$ cat config.mk
export PLATFORM = sky130hd
export DESIGN_NAME = regfile_sb
export DESIGN_NICKNAME = d
export VERILOG_FILES = /design/src/rtl/regfile_pkg.sv /design/src/rtl/regfile_scoreboard.sv /design/src/rtl/regfile_sb.sv
export SDC_FILE = /design/constraint.sdc
export NUM_CORES = 2
export LEC_CHECK = 0
export CAP_MARGIN = 20
export CORE_MARGIN = 3
export CORE_UTILIZATION = 45
export DETAILED_ROUTE_END_ITERATION = 10
export PLACE_DENSITY = 0.67
export SLEW_MARGIN = 20
export SYNTH_ARGS = -nofsm -noshare
export SYNTH_HDL_FRONTEND = slang
export SYNTH_HIERARCHICAL = 1
export SYNTH_SLANG_ARGS = --single-unit
$ cat constraint.sdc
create_clock -name clk -period 3.6 [get_ports clk]
set_clock_uncertainty 0.2 [all_clocks]
set_input_delay 0.72 -clock clk [delete_from_list [all_inputs] [get_ports clk]]
set_output_delay 0.72 -clock clk [all_outputs]
set_load 0.1 [all_outputs]
$ cat src/rtl/regfile_pkg.sv
// regfile_pkg: shared constants for the scoreboarded integer register file.
package regfile_pkg;

  localparam int unsigned XLEN_DEF = 32;

  localparam int unsigned REG_ZERO = 0;
  localparam int unsigned REG_SP   = 2;
  localparam int unsigned REG_GP   = 3;

  localparam logic [31:0] SP_RESET_DEF = 32'h0000_8000;
  localparam logic [31:0] GP_RESET_DEF = 32'h0000_8000;

endpackage : regfile_pkg

$ cat src/rtl/regfile_scoreboard.sv
// regfile_scoreboard: per-register pending-write bits, issue handshake and
// population counter. x0 never becomes pending; flush wins over issue.
module regfile_scoreboard
  import regfile_pkg::*;
#(
  parameter int unsigned NREGS = 32,
  localparam int unsigned AW   = $clog2(NREGS),
  localparam int unsigned CW   = AW + 1
) (
  input  logic              clk,
  input  logic              reset,
  input  logic              issue_valid,
  input  logic [AW-1:0]     issue_rd,
  input  logic              wb_valid,
  input  logic [AW-1:0]     wb_addr,
  input  logic              flush,
  output logic              issue_ready,
  output logic [NREGS-1:0]  pending,
  output logic [CW-1:0]     pend_cnt
);

  logic [NREGS-1:0] pending_q, pending_d;
  logic [CW-1:0]    cnt_q, cnt_d;
  logic             issue_zero_c;
  logic             wb_zero_c;
  logic             wb_hit_c;
  logic             accept_c;
  logic             wb_clr_c;
  logic             inc_c;
  logic             dec_c;

  // Handshake: free register, x0, or its pending bit is being retired this edge.
  assign issue_zero_c = (issue_rd == AW'(REG_ZERO));
  assign wb_zero_c    = (wb_addr == AW'(REG_ZERO));
  assign wb_hit_c     = wb_valid && (wb_addr == issue_rd);
  assign issue_ready  = issue_zero_c || !pending_q[issue_rd] || wb_hit_c;
  assign accept_c     = issue_valid && issue_ready && !issue_zero_c && !flush;
  assign wb_clr_c     = wb_valid && !wb_zero_c;

  // Next pending vector and count; a same-register issue keeps the bit owned.
  always_comb begin
    pending_d = pending_q;
    cnt_d     = cnt_q;
    inc_c     = 1'b0;
    dec_c     = 1'b0;
    if (flush) begin
      pending_d = '0;
      cnt_d     = '0;
    end else begin
      if (wb_clr_c) pending_d[wb_addr] = 1'b0;
      if (accept_c) pending_d[issue_rd] = 1'b1;
      inc_c = accept_c && !pending_q[issue_rd];
      dec_c = wb_clr_c && pending_q[wb_addr] && !(accept_c && (issue_rd == wb_addr));
      cnt_d = cnt_q + CW'(inc_c) - CW'(dec_c);
    end
  end

  // Scoreboard state, synchronous reset.
  always_ff @(posedge clk) begin
    if (reset) begin
      pending_q <= '0;
      cnt_q     <= '0;
    end else begin
      pending_q <= pending_d;
      cnt_q     <= cnt_d;
    end
  end

  assign pending  = pending_q;
  assign pend_cnt = cnt_q;

endmodule : regfile_scoreboard

$ cat src/rtl/regfile_sb.sv
// regfile_sb: scoreboarded RV32 integer register file with NRD combinational
// read ports and one writeback port. Optional macro REGFILE_BYPASS_EN adds
// same-cycle writeback-to-read forwarding of data and busy.
module regfile_sb
  import regfile_pkg::*;
#(
  parameter int unsigned XLEN     = XLEN_DEF,
  parameter int unsigned NREGS    = 32,
  parameter int unsigned NRD      = 2,
  parameter int unsigned SP_INDEX = REG_SP,
  parameter logic [XLEN-1:0] SP_RESET = XLEN'(SP_RESET_DEF),
  parameter int unsigned GP_INDEX = REG_GP,
  parameter logic [XLEN-1:0] GP_RESET = XLEN'(GP_RESET_DEF),
  localparam int unsigned AW = $clog2(NREGS)
) (
  input  logic                clk,
  input  logic                reset,
  input  logic [NRD*AW-1:0]   rd_addr,
  output logic [NRD*XLEN-1:0] rd_data,
  output logic [NRD-1:0]      rd_busy,
  input  logic                issue_valid,
  input  logic [AW-1:0]       issue_rd,
  output logic                issue_ready,
  input  logic                wb_valid,
  input  logic [AW-1:0]       wb_addr,
  input  logic [XLEN-1:0]     wb_data,
  input  logic                flush,
  output logic [AW:0]         pend_cnt
);

  logic [XLEN-1:0]  regs_q [NREGS];
  logic [NREGS-1:0] pending;

  regfile_scoreboard #(
    .NREGS (NREGS)
  ) u_sb (
    .clk         (clk),
    .reset       (reset),
    .issue_valid (issue_valid),
    .issue_rd    (issue_rd),
    .wb_valid    (wb_valid),
    .wb_addr     (wb_addr),
    .flush       (flush),
    .issue_ready (issue_ready),
    .pending     (pending),
    .pend_cnt    (pend_cnt)
  );

  // Data array: preset sp/gp at reset, writeback ignores x0 and is not gated by flush.
  always_ff @(posedge clk) begin
    if (reset) begin
      for (int unsigned i = 0; i < NREGS; i++) begin
        if (i == SP_INDEX)      regs_q[i] <= SP_RESET;
        else if (i == GP_INDEX) regs_q[i] <= GP_RESET;
        else                    regs_q[i] <= '0;
      end
    end else if (wb_valid && (wb_addr != AW'(REG_ZERO))) begin
      regs_q[wb_addr] <= wb_data;
    end
  end

  // Read ports: x0 forced to zero, optional same-cycle forwarding from writeback.
  for (genvar k = 0; k < NRD; k++) begin : g_rd
    logic [AW-1:0] addr_c;
    logic          zero_c;
    logic          byp_c;

    assign addr_c = rd_addr[k*AW +: AW];
    assign zero_c = (addr_c == AW'(REG_ZERO));
`ifdef REGFILE_BYPASS_EN
    assign byp_c  = wb_valid && (wb_addr == addr_c) && !zero_c;
`else
    assign byp_c  = 1'b0;
`endif
    assign rd_data[k*XLEN +: XLEN] = zero_c ? '0 : (byp_c ? wb_data : regs_q[addr_c]);
    assign rd_busy[k] = pending[addr_c] && !byp_c;
  end

endmodule : regfile_sb

-- Yosys cells after proc, flatten, opt, wreduce, memory -nomap -nowiden
Memories as Yosys holds them, arrays and structs flattened.
Cells that the tools add are included.
W data, S select, Z words.
- bits in registers: 38
- bits in writable memories: 1024
- bits of input ports: 57
- output and inout port bits: 73
- logic and storage cells: 67
- memories: 1
- add/subtract/negate cells: 2
- order comparisons: 6
- equal/unequal tests: 2
- mux-type cells: 25
- bitwise logic cells: 3
- reductions and logical operators: 26
- memory list (memory ; depth ; bits a word ; rd ports ; clocked after memory_dff ; wr ports ; RTL line ; text):
    regs_q ; 32 ; 32 ; 2 ; 0 ; 32 ; regfile_sb.sv:31 ; logic [XLEN-1:0] regs_q [NREGS];
- operators with widths (cell ; count):
    $mux W32 ; 6
    $and A32 B32 Y32 ; 1
    $not A32 Y32 ; 1
    $or A32 B32 Y32 ; 1
    $reduce_or A32 Y1 ; 1
    $lt A5 B6 Y1 const B ; 4
    $bmux W1 S5 ; 4
    $logic_not A5 Y1 ; 4
    $logic_and A1 B1 Y1 ; 12
    $mux W1 ; 12
    $demux W1 S5 ; 2
    $eq A5 B5 Y1 ; 2
    $ge A5 B1 Y1 const B ; 2
    $add A6 B1 Y6 ; 1
    $sub A6 B1 Y6 ; 1
    $logic_not A1 Y1 ; 5
    $mux W5 ; 1
    $reduce_bool A5 Y1 ; 1
    $logic_or A1 B1 Y1 ; 2
    $reduce_or A2 Y1 ; 1

-- Depth between registers and ports, before layout
- depth in word-level cells: 12
- mapped depth: 16
- depth with buffers taken out: 14

-- Modules after synthesis
The synthesis kept the hierarchy.
- modules (own cells, without submodules) (module ; times used ; cells an instance ; area an instance (um^2) ; sequential area each (um^2)):
    regfile_sb ; 1 ; 3778 ; 55064.1 ; 30749.5
    regfile_scoreboard ; 1 ; 270 ; 2539.9 ; 760.7

-- Worst setup path after synthesis
Ideal clock, no wire load.
- kind: input -> output
- from: input rd_addr[5]
- to: output rd_data[34]
- data arrival time: 4.289 ns
- required time: 2.680 ns
- slack: -1.609 ns
- stages on the path: 7
- path buffers: 3
- cell sequence: buf_6 buf_6 buf_4 mux4_2 mux2i_1 or2_2 a311oi_1
- longest elaborated chain between the ends: 2
- elaborated cells between the ends (all ways): 3
- those cells by class: mux (1); reduce/logical (1); memory (1)
- RTL lines (what ; RTL line ; text):
    start: declaration ; regfile_sb.sv:18 ; input logic [NRD*AW-1:0] rd_addr,
    $mem_v2 Z32 W32 / $logic_not A5 Y1 (equally long branches) ; -- ;
    $mux W32 * ; regfile_sb.sv:75 ; assign rd_data[k*XLEN +: XLEN] = zero_c ? '0 : (byp_c ? wb_data : regs_q[addr_c]);
    end: declaration ; regfile_sb.sv:19 ; output logic [NRD*XLEN-1:0] rd_data,
Mark *: on every way between the ends. The rest lies on a longest branch, timed or not.

==> metrics <==
mean post-synth cell area=14.2 sq um; violated checks=setup timing; Clock Path Buffers=3; M1 GR Usage=42.5%; final count of pins violating max slew=0; sequential share of power=44.9%; Crit Path Max Fanout=2; worst-case vdd ir drop=0.399 mV; Reg2Reg Capture Point=u_sb/pend_cnt[4]; DR vias=41600; FILL cells=9446; initial antenna violation count=9; Seq/Total Area, Yosys=54.7%; drc violations=0; CP Class=reg2out; Antenna Nets Post-Route=0; starting density of the core=45.6%; CTS sink count=1062; Num CTS Buffers=114; core region area=0.126 sq mm; M2 GR Usage=49.8%; Core Util, Final=58.0%; CP endpoint kind=primary output; routing usage on met3=7.64%; Final period util=102%; die area=0.132 sq mm; Die W=364 um; Distinct cells, synth=67; Worst EP required=2.68 ns; Clock Latency Late Sink=0.70 ns; flop2flop setup slack=0.32 ns; setup slack after layout=-0.0833 ns; H-tree depth=3; Switch Pwr=8.91 mW; Layout Nets=4656; Seq cells post-synth=1062; slew margin rel.=23.7%; share of layout cells above drive strength 1=37.0%; Avg WL per Cell=33.9 um; Tot Pwr=32.5 mW; RSZ-0062 raised after global routing=yes; Min-Delay Startpoint=reset; I/O Pins=130; Power Internal=23.6 mW; Die H=364 um; Multi-input gate area=0.0264 sq mm; outcome=finished, violations left; synthesized area=0.0576 sq mm; number of synthesized flops with an enable pin=1024; register area=0.0315 sq mm; row count=130; Worst-path clk slew=0.06 ns; final setup violation count=10; combinational power share=18.8%; Starting DRT DRC Count=6365; largest net degree at the start of global routing=64; Synth Warn #=6; FF-to-FF Start=u_sb/pending[17]; Congestion Overflow GR=0; R2R depth=15; Clk pwr share=36.3%; Design Area, Final=0.0733 sq mm; vias in the first global route=41200; Syn Inst Count=4048; asr flop ratio synth=0%; area after detailed placement=0.0670 sq mm; standby leakage power=26.7 nW; Final min period=3.68 ns; Min-Delay Endpoint=u_sb/pend_cnt[3]; switch share=27.4%; Clock Tree Root=clkbuf_16; drt via density=6.56; Initial DRT Pass Iterations=5; final hold vios=0; Setup TNS=-0.231 ns; Total GRT Usage=32.1%; Critical Path AT=2.76 ns; PwrDens=443 mW/mm^2; f_max=0.271 GHz; busiest grt layer=met2; IO Port Bufs=129; Hold Crit Class=in2reg; WHS Path Cells=2; CTS tree=yes; DP Wirelength=139000 um; global-route wire length before repair=302000 um; Critical Path Source Type=register; predominant post-synthesis flop cell=edfxtp_1; RD Place Congestion=0.929; maxcap violations=0; routed wire length=215000 um; Worst Tran Pin Value=1.14 ns; P&R area growth vs syn=27.3%
## layout make-up
type | count | area share [%]
flip-flops and latches | 1062 | 43.0
multi-input cells | 2563 | 36.1
inverters | 17 | 0.114
clock inverters | 79 | 0.983
diodes | 3 | 0.0102
clock buffers | 134 | 4.02
repair buffers | 834 | 13.0
well taps | 1650 | 2.81
## synth_stat cells (all sizes together) (3+ instances only)
master | n | area [sq um]
a2111oi | 27 | 236
a211oi | 48 | 360
a21oi | 28 | 140
a221oi | 40 | 350
a22o | 49 | 429
a22oi | 6 | 45.0
a2bb2oi | 25 | 219
a311oi | 6 | 52.6
a31oi | 25 | 171
and2 | 1004 | 6280
and3b | 3 | 26.3
buf | 116 | 771
clkbuf | 321 | 1210
dfxtp | 38 | 761
edfxtp | 1024 | 30700
ha | 6 | 75.1
inv | 16 | 60.1
mux2 | 92 | 1040
mux2i | 265 | 2650
mux4 | 384 | 8660
nand2 | 52 | 195
nand2b | 5 | 31.3
nand3 | 18 | 90.1
nand3b | 12 | 90.1
nand4 | 7 | 43.8
nor2 | 50 | 188
nor2b | 19 | 119
nor3 | 34 | 170
nor3b | 3 | 27.5
o211ai | 32 | 240
o21ai | 42 | 210
o21bai | 25 | 188
o221ai | 22 | 193
o22a | 5 | 43.8
o22ai | 69 | 432
o2bb2ai | 24 | 210
o311a | 5 | 50.1
o31ai | 10 | 75.1
o41ai | 9 | 131
or2 | 38 | 238
or3 | 13 | 81.3
or3b | 7 | 61.3
xnor2 | 7 | 61.3
## layout by cell type, fill, tap and decap left out, drive strengths merged, types with 9 or more instances in the layout
cell type,synthesis,layout
a2111oi,27,27
a211oi,48,48
a21oi,28,28
a221oi,40,40
a22o,49,49
a2bb2oi,25,25
a31oi,25,25
and2,1004,1004
buf,116,784
bufinv,0,13
clkbuf,321,142
clkdlybuf4s50,0,38
clkinv,1,57
conb,1,32
dfxtp,38,38
edfxtp,1024,1024
inv,16,21
mux2,92,92
mux2i,265,265
mux4,384,384
nand2,52,52
nand3,18,18
nand3b,12,12
nor2,50,50
nor2b,19,19
nor3,34,34
o211ai,32,32
o21ai,42,42
o21bai,25,25
o221ai,22,22
o22ai,69,69
o2bb2ai,24,24
o31ai,10,10
o41ai,9,9
or2,38,38
or3,13,13
## worst max-delay path, cell delays in order (launching register included)
cell and delay, ns:
edfxtp_1 0.43, mux4_2 0.50, mux2_4 0.29, a221oi_4 0.39, buf_6 0.17, a31oi_4 0.05, buf_12 0.20
## metal layers
metal,vias to the layer above,share of wire [%]
li1,16700,-
met1,21100,36
met2,3198,46
met3,642,13
met4,4,5.4
met5,-,0.010
## repair_timing
item,4_1_cts,5_1_grt
hold buffers,0,0
gates resized for setup,203,115
endpoints found under the setup margin,67,65
pin swaps,30,45
buffers inserted,49,38
gates cloned,13,8
## sequential cells by signal (all words and copies together), names as in the netlist
register	cells
regs_q	1024
u_sb/pend_cnt	6
u_sb/pending	32
## logic make-up after synthesis
| family | count (synthesis) | synth area share, % |
|---|---|---|
| buffers and inverters | 454 | 3.54 |
| DFF | 1062 | 54.7 |
| and+or+nand+nor | 1274 | 13.4 |
| other | 1 | 0.00651 |
| muxes | 741 | 21.4 |
| adders and majority gates | 7 | 0.165 |
| AOI/OAI and AO/OA | 500 | 6.61 |
| xor gates and xnor gates | 9 | 0.137 |
## power by group through the flow
stage               clock (mW)  combinational, mW  sequential, mW
global placement             0               5.51            14.8
CTS                       11.8               5.85            14.6
global route              12.3               6.24            14.6
floorplan                    0               3.22            14.6
detailed placement           0               5.54            14.8
finish                    11.8               6.09            14.6
## how the worst max path moves through the flow
stage                   startpoint               end  slack, ns  cells after the start
global placement        wb_addr[0]  u_sb/pend_cnt[4]      -0.75                     16
global route         regs_q[28][2]        rd_data[2]      -0.08                      6
CTS                 regs_q[13][25]       rd_data[57]      -0.08                      6
finish               regs_q[28][2]        rd_data[2]      -0.08                      6
detailed placement      wb_addr[0]  u_sb/pend_cnt[4]      -0.71                     15
floorplan               rd_addr[5]       rd_data[34]      -0.17                      8
## metrics by stage
| step | instances | hold WS, ns | setup WS [ns] |
|---|---|---|---|
| floorplan | 4079 | 0.279 | -0.166 |
| global placement | 6034 | 0.341 | -0.745 |
| detailed placement | 6034 | 0.356 | -0.707 |
| CTS | 6300 | 0.0953 | -0.0843 |
| global route | 6341 | 0.129 | -0.0848 |
| finish | 6342 | 0.130 | -0.0833 |
(Power assumes the default switching activity.)
==> RTL edit (same settings) <==
`pending_q` no longer has a reset.
--- a/src/rtl/regfile_scoreboard.sv
+++ b/src/rtl/regfile_scoreboard.sv
@@ -58,12 +58,14 @@
   // Scoreboard state, synchronous reset.
   always_ff @(posedge clk) begin
     if (reset) begin
-      pending_q <= '0;
       cnt_q     <= '0;
     end else begin
-      pending_q <= pending_d;
       cnt_q     <= cnt_d;
     end
+  end
+
+  always_ff @(posedge clk) begin
+    pending_q <= pending_d;
   end
 
   assign pending  = pending_q;
Function: not settled (the Yosys comparison gave no result); the edit may change what the design does.
==> RTL edit against the unedited design <==
  * The run still ends with negative setup slack left
  * Combinational power about the same
  * Sequential cell count unchanged
  * Total power decreased by 0.89%
  * Design area decreased by 0.60%
  * First-iteration DRC count increased by 0.96%
  * Worst setup slack got worse by 0.011 ns
  * Sequential power about the same
  * Routed wire length decreased by 0.19%
  * Maximum frequency decreased by 0.30%
  * Area after synthesis decreased by 0.22%
  * Sequential share of layout area increased by 0.25 points
  * Non-clock buffer count decreased by 64
==> RTL edit: results (changes against the unedited design) <==
| Metric | Value |
|---|---|
| Outcome | finished, violations left (unchanged) |
| Violated checks | negative setup slack (unchanged) |
| Multi-input combinational cell count | 2579 (was 2563) |
| Detailed Place HPWL | 134000 um (was 139000 um) |
| Largest net degree at the start of global routing | 39 (was 64) |
| Diode count | 8 (was 3) |
| Final TNS setup | -0.649 ns (was -0.231 ns) |
| Reg-to-Reg Start | u_sb/pending[4] (was u_sb/pending[17]) |
| WL final | 215000 um (about the same) |
| Layout non-clock buf frac | 12.6% (was 13.0%) |
| RePlAce Congestion | 0.916 (was 0.929) |
| Non-clock inverters | 14 (was 17) |
| Worst endpoint data arrival time | 2.77 ns (was 2.76 ns) |
| First-pass GRT wire length | 302000 um (about the same) |
| Commonest cells in the netlist | 1024 x edfxtp_1, 1000 x and2_1, 382 x mux4_2 (was 1024 x edfxtp_1, 1004 x and2_1, 382 x mux4_2) |
| Hold slack | 0.226 ns (was 0.130 ns) |
| WHS Path Cells | 3 (was 2) |
| Reg2reg setup slack | 0.25 ns (was 0.32 ns) |
| Share of post-route cells with drive strength above 1 | 35.7% (was 37.0%) |
| Peak VDD IR | 0.000428 V (was 0.000399 V) |
| Via density | 6.56 (about the same) |
| Sequential share of cell area | 43.2% (was 43.0%) |
| Worst min-delay path endpoint | u_sb/pending[3] (was u_sb/pend_cnt[3]) |
| Initial antenna violation count | 13 (was 9) |
| Min-delay src | issue_rd[3] (was reset) |
| Area after DPL | 66500 sq um (was 67000 sq um) |
| Count of plain and timing-repair buffers | 770 (was 834) |
| Clock buffer count in the final layout | 133 (was 134) |
| Synth cell types | 66 (was 67) |
| Rel. slew slack | 23.0% (was 23.7%) |
| CP Launch Point | regs_q[30][5] (was regs_q[28][2]) |
| Largest cells by area after synthesis | edfxtp_1 53%, mux4_2 15%, and2_1 11% (unchanged) |
| Post-Place Cells | 5984 (was 6034) |
| Setup violations, final | 19 (was 10) |
| Post-CTS setup buffers | 39 (was 49) |
| Post-route setup slack | -0.0943 ns (was -0.0833 ns) |
| Chip Width | 363 um (was 364 um) |
| First drt pass iteration count | 6 (was 5) |
| Setup WS pre-CTS | -0.643 ns (was -0.707 ns) |
| Seq/Total Area, Yosys | 54.8% (was 54.7%) |
| Total GRT Usage | 32.2% (was 32.1%) |
| Multi-input combinational area share | 36.3% (was 36.1%) |
| Clk cell area share | 4.91% (was 5.00%) |
| Post-route cell area | 72900 sq um (was 73300 sq um) |
-- RTL edit: cell count changes after synthesis, moves of 9 or more --
cell,delta
nor2b_1,+19
nand3b_1,+15
o21ai_0,+31
nand3_1,-9
o211ai_1,-31
-- RTL edit: routing by layer --
layer  wire length (um)  track usage [%]  part of all wire, %
met5                  0                0                    0
met4              11100             16.4                  5.2
met3              26900             7.42                   13
met2              98800             49.9                   46
met1              78100             42.8                   36
-- RTL edit: power by group --
part / internal [mW] / leakage (nW) / switching [mW]
Clock: 6.39 / 1.75 / 5.14
Combinational: 2.62 / 14.6 / 3.46
Sequential: 14.2 / 10.1 / 0.380
Total: 23.2 / 26.4 / 8.98
-- RTL edit: worst max-delay path by stage --
stage / end / slack, ns
2_1_floorplan: rd_data[34] / -0.17
3_3_place_gp: rd_data[62] / -0.67
3_5_place_dp: rd_data[62] / -0.64
4_1_cts: rd_busy[1] / -0.09
5_1_grt: rd_data[5] / -0.10
6_report: rd_data[5] / -0.09
-- RTL edit: cells by family (layout without fill, tap and decap cells) --
| logic type | after synthesis | in the layout | synth area share, % |
|---|---|---|---|
| and+or+nand+nor | 1301 | 1301 | 13.8 |
| DFF | 1062 | 1062 | 54.8 |
| muxes | 742 | 742 | 21.4 |
| AOI/OAI and AO/OA | 487 | 487 | 6.23 |
| buffers and inverters | 444 | 993 | 3.44 |
| xor gates and xnor gates | 10 | 10 | 0.152 |
| adders and majority gates | 7 | 7 | 0.165 |
| other | 1 | 40 | 0.00652 |
-- RTL edit: worst max-delay path, stage by stage (launching register included) --
cell and delay, ns:
edfxtp_1 0.42, mux4_2 0.48, mux2_4 0.28, a221oi_4 0.35
buf_6 0.19, a31oi_4 0.07, buf_12 0.22
